--- src/rtl/mips_cpu_pkg.sv ---
// Shared types for the MIPS load/store unit: access sizes, FSM states and lane-offset width.
package mips_cpu_pkg;

   typedef enum logic [1:0] {
      MemByte = 2'b00,
      MemHalf = 2'b01,
      MemWord = 2'b10,
      MemRsvd = 2'b11
   } mem_size_t;

   typedef enum logic {
      StIdle,
      StBus
   } mem_state_t;

   function automatic int unsigned lane_off_w(int unsigned data_w);
      return $clog2(data_w / 8);
   endfunction

endpackage

--- src/rtl/mips_cpu_mem_unit_if.sv ---
// CPU request/response channel plus Avalon-MM master signals of the load/store unit.
interface mips_cpu_mem_unit_if #(
   parameter int unsigned ADDR_W = 32,
   parameter int unsigned DATA_W = 32
);
   logic                  req_valid;
   logic                  req_ready;
   logic                  req_write;
   logic [1:0]            req_size;
   logic                  req_signed;
   logic [ADDR_W-1:0]     req_addr;
   logic [31:0]           req_wdata;
   logic                  resp_valid;
   logic                  resp_err;
   logic [31:0]           resp_rdata;
   logic [ADDR_W-1:0]     address;
   logic                  read;
   logic                  write;
   logic                  waitrequest;
   logic [DATA_W-1:0]     writedata;
   logic [DATA_W/8-1:0]   byteenable;
   logic [DATA_W-1:0]     readdata;

   // The unit itself is the Avalon master.
   modport master (
      input  req_valid, req_write, req_size, req_signed, req_addr, req_wdata,
      input  waitrequest, readdata,
      output req_ready, resp_valid, resp_err, resp_rdata,
      output address, read, write, writedata, byteenable
   );

   modport slave (
      output req_valid, req_write, req_size, req_signed, req_addr, req_wdata,
      output waitrequest, readdata,
      input  req_ready, resp_valid, resp_err, resp_rdata,
      input  address, read, write, writedata, byteenable
   );

endinterface

--- src/rtl/mips_cpu_lane_align.sv ---
// Combinational lane steering: byte enables, replicated store data, extended load data
// and the misalignment flag for one access.
module mips_cpu_lane_align
   import mips_cpu_pkg::*;
#(
   parameter int unsigned DATA_W = 32,
   localparam int unsigned OFF_W = lane_off_w(DATA_W),
   localparam int unsigned NB    = DATA_W / 8
) (
   input  logic [OFF_W-1:0]  i_off,
   input  mem_size_t         i_size,
   input  logic              i_signed,
   input  logic [31:0]       i_wdata,
   input  logic [DATA_W-1:0] i_rdata,
   output logic [NB-1:0]     o_byteenable,
   output logic [DATA_W-1:0] o_writedata,
   output logic [31:0]       o_rdata,
   output logic              o_misalign
);

   logic [DATA_W-1:0] w_shifted;

   always_comb begin
      o_byteenable = '0;
      o_writedata  = '0;
      o_rdata      = '0;
      o_misalign   = 1'b0;
      w_shifted    = i_rdata >> {i_off, 3'b000};
      unique case (i_size)
         MemByte: begin
            o_byteenable = {{(NB-1){1'b0}}, 1'b1} << i_off;
            for (int k = 0; k < NB; k++) o_writedata[8*k +: 8] = i_wdata[7:0];
            o_rdata = {{24{i_signed & w_shifted[7]}}, w_shifted[7:0]};
         end
         MemHalf: begin
            o_misalign   = i_off[0];
            o_byteenable = {{(NB-2){1'b0}}, 2'b11} << i_off;
            for (int k = 0; k < NB / 2; k++) o_writedata[16*k +: 16] = i_wdata[15:0];
            o_rdata = {{16{i_signed & w_shifted[15]}}, w_shifted[15:0]};
         end
         MemWord: begin
            o_misalign   = |i_off[1:0];
            o_byteenable = {{(NB-4){1'b0}}, 4'hF} << i_off;
            for (int k = 0; k < NB / 4; k++) o_writedata[32*k +: 32] = i_wdata;
            o_rdata = w_shifted[31:0];
         end
         default: o_misalign = 1'b1;
      endcase
   end

endmodule

--- src/rtl/mips_cpu_mem_unit.sv ---
// Load/store unit: turns one CPU byte/half/word request into one Avalon-MM transfer.
// Misaligned or reserved-size requests complete as errors without bus traffic.
module mips_cpu_mem_unit
   import mips_cpu_pkg::*;
#(
   parameter int unsigned ADDR_W = 32,
   parameter int unsigned DATA_W = 32
) (
   input logic                 clk,
   input logic                 reset,
   mips_cpu_mem_unit_if.master io_mem
);

   localparam int unsigned OFF_W = lane_off_w(DATA_W);
   localparam int unsigned NB    = DATA_W / 8;

   mem_state_t          r_state, w_state_d;
   logic [OFF_W-1:0]    r_off;
   mem_size_t           r_size;
   logic                r_signed;
   logic [ADDR_W-1:0]   r_address;
   logic                r_read, r_write;
   logic [DATA_W-1:0]   r_writedata;
   logic [NB-1:0]       r_byteenable;
   logic                r_resp_valid, r_resp_err;
   logic [31:0]         r_resp_rdata;

   logic                w_idle, w_accept, w_done, w_misalign, w_signed;
   logic [OFF_W-1:0]    w_off;
   mem_size_t           w_size;
   logic [NB-1:0]       w_byteenable;
   logic [DATA_W-1:0]   w_writedata;
   logic [31:0]         w_rdata;

   assign w_idle   = (r_state == StIdle);
   assign w_accept = w_idle & io_mem.req_valid;
   assign w_done   = (r_state == StBus) & ~io_mem.waitrequest;

   // Lane logic sees the live request while idle and the latched fields during the transfer.
   assign w_off    = w_idle ? io_mem.req_addr[OFF_W-1:0] : r_off;
   assign w_size   = w_idle ? mem_size_t'(io_mem.req_size) : r_size;
   assign w_signed = w_idle ? io_mem.req_signed : r_signed;

   mips_cpu_lane_align #(
      .DATA_W (DATA_W)
   ) u_lane_align (
      .i_off        (w_off),
      .i_size       (w_size),
      .i_signed     (w_signed),
      .i_wdata      (io_mem.req_wdata),
      .i_rdata      (io_mem.readdata),
      .o_byteenable (w_byteenable),
      .o_writedata  (w_writedata),
      .o_rdata      (w_rdata),
      .o_misalign   (w_misalign)
   );

   always_comb begin
      w_state_d = r_state;
      unique case (r_state)
         StIdle:  if (w_accept && !w_misalign) w_state_d = StBus;
         StBus:   if (!io_mem.waitrequest) w_state_d = StIdle;
         default: w_state_d = StIdle;
      endcase
   end

   always_ff @(posedge clk) begin
      if (!reset) begin
         r_state      <= StIdle;
         r_off        <= '0;
         r_size       <= MemByte;
         r_signed     <= 1'b0;
         r_address    <= '0;
         r_read       <= 1'b0;
         r_write      <= 1'b0;
         r_writedata  <= '0;
         r_byteenable <= '0;
         r_resp_valid <= 1'b0;
         r_resp_err   <= 1'b0;
         r_resp_rdata <= '0;
      end else begin
         r_state      <= w_state_d;
         r_resp_valid <= 1'b0;
         r_resp_err   <= 1'b0;
         r_resp_rdata <= '0;
         if (w_accept && w_misalign) begin
            r_resp_valid <= 1'b1;
            r_resp_err   <= 1'b1;
         end else if (w_accept) begin
            r_off        <= w_off;
            r_size       <= w_size;
            r_signed     <= w_signed;
            r_address    <= {io_mem.req_addr[ADDR_W-1:OFF_W], {OFF_W{1'b0}}};
            r_writedata  <= w_writedata;
            r_byteenable <= w_byteenable;
            r_read       <= ~io_mem.req_write;
            r_write      <= io_mem.req_write;
         end
         if (w_done) begin
            r_read       <= 1'b0;
            r_write      <= 1'b0;
            r_resp_valid <= 1'b1;
            if (r_read) r_resp_rdata <= w_rdata;
         end
      end
   end

   assign io_mem.req_ready  = w_idle & reset;
   assign io_mem.resp_valid = r_resp_valid;
   assign io_mem.resp_err   = r_resp_err;
   assign io_mem.resp_rdata = r_resp_rdata;
   assign io_mem.address    = r_address;
   assign io_mem.read       = r_read;
   assign io_mem.write      = r_write;
   assign io_mem.writedata  = r_writedata;
   assign io_mem.byteenable = r_byteenable;

endmodule
--- src/flat_wrapper.sv ---
// flat-port wrapper written by rule: the top's interface ports become plain ports
module mips_cpu_mem_unit_flat import mips_cpu_pkg::*;
#(
   parameter int unsigned ADDR_W = 32,
   parameter int unsigned DATA_W = 32
)
  (clk, reset, io_mem_req_valid, io_mem_req_write, io_mem_req_size, io_mem_req_signed, io_mem_req_addr, io_mem_req_wdata, io_mem_waitrequest, io_mem_readdata, io_mem_req_ready, io_mem_resp_valid, io_mem_resp_err, io_mem_resp_rdata, io_mem_address, io_mem_read, io_mem_write, io_mem_writedata, io_mem_byteenable);
  mips_cpu_mem_unit_if #(.ADDR_W(ADDR_W), .DATA_W(DATA_W)) io_mem_i ();
  input logic clk;
  input logic reset;
  input wire logic [$bits(io_mem_i.req_valid)-1:0] io_mem_req_valid;
  input wire logic [$bits(io_mem_i.req_write)-1:0] io_mem_req_write;
  input wire logic [$bits(io_mem_i.req_size)-1:0] io_mem_req_size;
  input wire logic [$bits(io_mem_i.req_signed)-1:0] io_mem_req_signed;
  input wire logic [$bits(io_mem_i.req_addr)-1:0] io_mem_req_addr;
  input wire logic [$bits(io_mem_i.req_wdata)-1:0] io_mem_req_wdata;
  input wire logic [$bits(io_mem_i.waitrequest)-1:0] io_mem_waitrequest;
  input wire logic [$bits(io_mem_i.readdata)-1:0] io_mem_readdata;
  output wire logic [$bits(io_mem_i.req_ready)-1:0] io_mem_req_ready;
  output wire logic [$bits(io_mem_i.resp_valid)-1:0] io_mem_resp_valid;
  output wire logic [$bits(io_mem_i.resp_err)-1:0] io_mem_resp_err;
  output wire logic [$bits(io_mem_i.resp_rdata)-1:0] io_mem_resp_rdata;
  output wire logic [$bits(io_mem_i.address)-1:0] io_mem_address;
  output wire logic [$bits(io_mem_i.read)-1:0] io_mem_read;
  output wire logic [$bits(io_mem_i.write)-1:0] io_mem_write;
  output wire logic [$bits(io_mem_i.writedata)-1:0] io_mem_writedata;
  output wire logic [$bits(io_mem_i.byteenable)-1:0] io_mem_byteenable;
  assign io_mem_i.req_valid = io_mem_req_valid;
  assign io_mem_i.req_write = io_mem_req_write;
  assign io_mem_i.req_size = io_mem_req_size;
  assign io_mem_i.req_signed = io_mem_req_signed;
  assign io_mem_i.req_addr = io_mem_req_addr;
  assign io_mem_i.req_wdata = io_mem_req_wdata;
  assign io_mem_i.waitrequest = io_mem_waitrequest;
  assign io_mem_i.readdata = io_mem_readdata;
  assign io_mem_req_ready = io_mem_i.req_ready;
  assign io_mem_resp_valid = io_mem_i.resp_valid;
  assign io_mem_resp_err = io_mem_i.resp_err;
  assign io_mem_resp_rdata = io_mem_i.resp_rdata;
  assign io_mem_address = io_mem_i.address;
  assign io_mem_read = io_mem_i.read;
  assign io_mem_write = io_mem_i.write;
  assign io_mem_writedata = io_mem_i.writedata;
  assign io_mem_byteenable = io_mem_i.byteenable;
  mips_cpu_mem_unit #(.ADDR_W(ADDR_W), .DATA_W(DATA_W)) u_core (.clk(clk), .reset(reset), .io_mem(io_mem_i));
endmodule
--- config.mk ---
export PLATFORM = sky130hd
export DESIGN_NAME = mips_cpu_mem_unit_flat
export DESIGN_NICKNAME = d
export VERILOG_FILES = /design/src/rtl/mips_cpu_pkg.sv /design/src/rtl/mips_cpu_mem_unit_if.sv /design/src/rtl/mips_cpu_lane_align.sv /design/src/rtl/mips_cpu_mem_unit.sv /design/src/flat_wrapper.sv
export SDC_FILE = /design/constraint.sdc
export NUM_CORES = 1
export LEC_CHECK = 0
export CAP_MARGIN = 10
export CORE_ASPECT_RATIO = 1.5
export CORE_MARGIN = 10
export CORE_UTILIZATION = 45
export DETAILED_ROUTE_END_ITERATION = 8
export GPL_TIMING_DRIVEN = 0
export PLACE_DENSITY = 0.86
export SYNTH_ARGS = -nofsm -noshare
export SYNTH_HDL_FRONTEND = slang
export SYNTH_SLANG_ARGS = --single-unit
--- constraint.sdc ---
create_clock -name clk -period 7.21 [get_ports clk]
set_input_delay 1.442 -clock clk [delete_from_list [all_inputs] [get_ports clk]]
set_output_delay 1.442 -clock clk [all_outputs]
set_load 0.05 [all_outputs]
==> reports/metrics.csv <==
metric;value;unit
status;finished clean;
final hold vios;0;
Worst Path Max Fanout;10;
Final Skew;0.00768;ns
critical path capture point type;output port;
total internal power;1.13;mW
RSZ-0062 raised after global routing;false;
Reg clk slew, reported paths;0.07;ns
Post-DRT Antenna Nets;0;
maximum vdd ir drop;0.150;mV
Fmax;190;MHz
Final #Nets;840;
initial antenna violation count;0;
CP arrival;3.82;ns
Startpoint Class;input port;
setup ws final;1.95;ns
first-pass GRT wire length;25200;um
M3 GR Usage;5.86;%
Total Routing Usage GR;22.2;%
DR DRC count;0;
Slowest-stage cell, CP;clkdlybuf4s50_1;
vias post-DR;4699;
crit-path cells;clkdlybuf4s50_1 > clkbuf_1 > clkbuf_1 > nor2b_1 > clkdlybuf4s50_1;
Tmin final;5.26;ns
post-DP HPWL;13500;um
Sink Count;108;
met1 track demand over resource;22.4;%
EDFF count, synth;0;
PostCTS Resize Cnt;0;
Die ar.;0.0147;mm2
Root Buffer;clkbuf_16;
Hold Crit Class;reg -> reg;
setup bufs post-CTS;0;
Crit path required time;5.77;ns
total CTS buffers;9;
vias per cell;5.51;
Port Buf Inserts;206;
post-synth cell types;41;
largest net degree at the start of global routing;17;
Sw Share;34.3;%
H-tree Lvls;3;
Worst-Skew Late Latency;0.34;ns
Yosys reg bits;108;
mapped cell area;0.00459;mm2
GRT met2 Usage;40.5;%
Pwr Density;242;mW/mm2
switching pwr;0.589;mW
sequential share of power;38.9;%
setup violators final;0;
period utilisation layout;72.9;%
cells after synthesis;514;
setup total negative slack;0;ns
Area Overhead vs Synth;54.6;%
Avg Inst Size Synth;8.93;um2
Die Y;144;um
WL final;16700;um
Crit Path Class;in -> out;
pre-CTS WS;1.96;ns
final slew viol count;0;
Ant. Diodes;0;
I/O Pins;209;
slowest cell delay on critical path;0.84;ns
Synth Warn #;0;
post-DR wirelength/cell;19.6;um
Rows;45;
Leakage Power;2.71;nW
CTS tree;built;
Placed Cells incl. Taps;838;
Starting Density;45.8;%
commonest register cell after synthesis;dfxtp_1;
worst-case clock buffer depth;2;
CORE AREA;0.0100;mm2
number of global-route vias before repair;4865;
grt total ovfl;0;
die width;102;um
Pre-antenna DRT Iters;5;
Final GP Congestion;0.852;
sequential fraction of the synthesis area;47.1;%
post-route insts no fill;853;
layout cells sized above 1;5.30;%
Async S/R FF share, synth;0;%
Most Crowded Layer GR;met2;
Clock power frac;28.6;%
combinational share of power;32.5;%
hold_buf cts;0;
# Max-Cap Violations;0;
Worst Max-Slew Pin Slew;0.582;ns
Detailed Route Iter0 Violations;267;
Slew Limit Headroom;60.4;%
-- cells in the mapped netlist, types with 9 or more instances --
library cell | number | area share (%)
nand3_1 | 9 | 0.98
nor3b_1 | 18 | 2.9
clkbuf_1 | 27 | 2.2
nand2_1 | 109 | 8.9
a21oi_1 | 28 | 3.1
o211a_1 | 14 | 3.1
a211oi_1 | 15 | 2.5
buf_2 | 14 | 1.5
a21boi_1 | 41 | 6.7
a221oi_1 | 16 | 3.1
nor2b_1 | 10 | 1.4
mux2i_1 | 13 | 2.8
dfxtp_1 | 108 | 47
nor2_1 | 30 | 2.5
-- state kept, by name, indices dropped and copies added, names as in the netlist --
name / flops
u_core.io_mem.address: 30
u_core.io_mem.byteenable: 4
u_core.io_mem.read: 1
u_core.io_mem.resp_err: 1
u_core.io_mem.resp_rdata: 32
u_core.io_mem.resp_valid: 1
u_core.io_mem.write: 1
u_core.io_mem.writedata: 32
u_core.r_off: 2
u_core.r_signed: 1
u_core.r_size: 2
u_core.r_state: 1
-- cell type report --
cell class / count / area, um2
Sequential cell: 108 / 2160
Inverter: 2 / 7.51
Clock buffer: 11 / 243
Clock inverter: 4 / 50.0
Multi-Input combinational cell: 358 / 2210
Fill cell: 788 / 2930
Timing Repair Buffer: 206 / 2060
Buffer: 47 / 209
Tap cell: 117 / 146
-- routing by layer --
layer | routed length, um | part of all wire (%)
met1 | 5880 | 35
met2 | 8950 | 54
met3 | 1290 | 7.7
met4 | 594 | 3.6
met5 | 0 | 0
-- final timing paths --
| path | slack, ns | cells past startpoint | from | end |
|---|---|---|---|---|
| max reg2reg | 4.36 | 10 | u_core.r_state$_SDFF_PN0_ | u_core.io_mem.writedata[16]$_SDFFE_PN0P_ |
| min | 0.45 | 2 | u_core.io_mem.address[6]$_SDFFE_PN0P_ | u_core.io_mem.address[6]$_SDFFE_PN0P_ |
| min reg2reg | 0.45 | 2 | u_core.io_mem.address[6]$_SDFFE_PN0P_ | u_core.io_mem.address[6]$_SDFFE_PN0P_ |
| max | 1.95 | 5 | reset | io_mem_req_ready |
-- cells in the final DEF (no fill, tap or decap), types with 15 or more instances in the layout --
cell	Yosys	layout
nor3b_1	18	18
a21oi_1	28	28
dfxtp_1	108	108
nand2_1	109	109
clkdlybuf4s50_1	0	206
clkbuf_1	27	28
a211oi_1	15	15
nor2_1	30	30
a21boi_1	41	41
a221oi_1	16	16
-- worst max-delay path: cells and delay by family --
kind	cells	cell delay (ns)
AND/OR/NAND/NOR	1	0.19
buffers and inverters	4	2.18
-- cells by family (layout without fill, tap and decap cells) --
logic type | after synthesis | in the layout | synth area share [%]
buffers and inverters | 49 | 270 | 4.72
adders and majority gates | 4 | 4 | 1.09
muxes | 16 | 16 | 3.63
AOI/OAI and AO/OA | 145 | 145 | 24.6
other | 1 | 2 | 0.0817
DFF | 108 | 108 | 47.1
and+or+nand+nor | 191 | 191 | 18.8
-- per-stage QoR --
step	util, %	cell area [um2]	hold slack, ns	total power, mW
CTS	70.8	7090	0.455	1.73
global placement	67.9	6800	0.438	1.22
global route	70.8	7090	0.475	1.79
finish	70.8	7090	0.452	1.72
detailed placement	67.9	6800	0.446	1.24
floorplan	-	4590	0.433	1.02
-- power by group through the flow --
stage / clock network (mW) / registers (mW) / logic, mW
6_report: 0.492 / 0.668 / 0.558
5_1_grt: 0.523 / 0.673 / 0.593
4_1_cts: 0.501 / 0.668 / 0.558
3_5_place_dp: 0 / 0.681 / 0.555
3_3_place_gp: 0 / 0.678 / 0.545
2_1_floorplan: 0 / 0.822 / 0.200
Power figures use the tool's default switching activity.
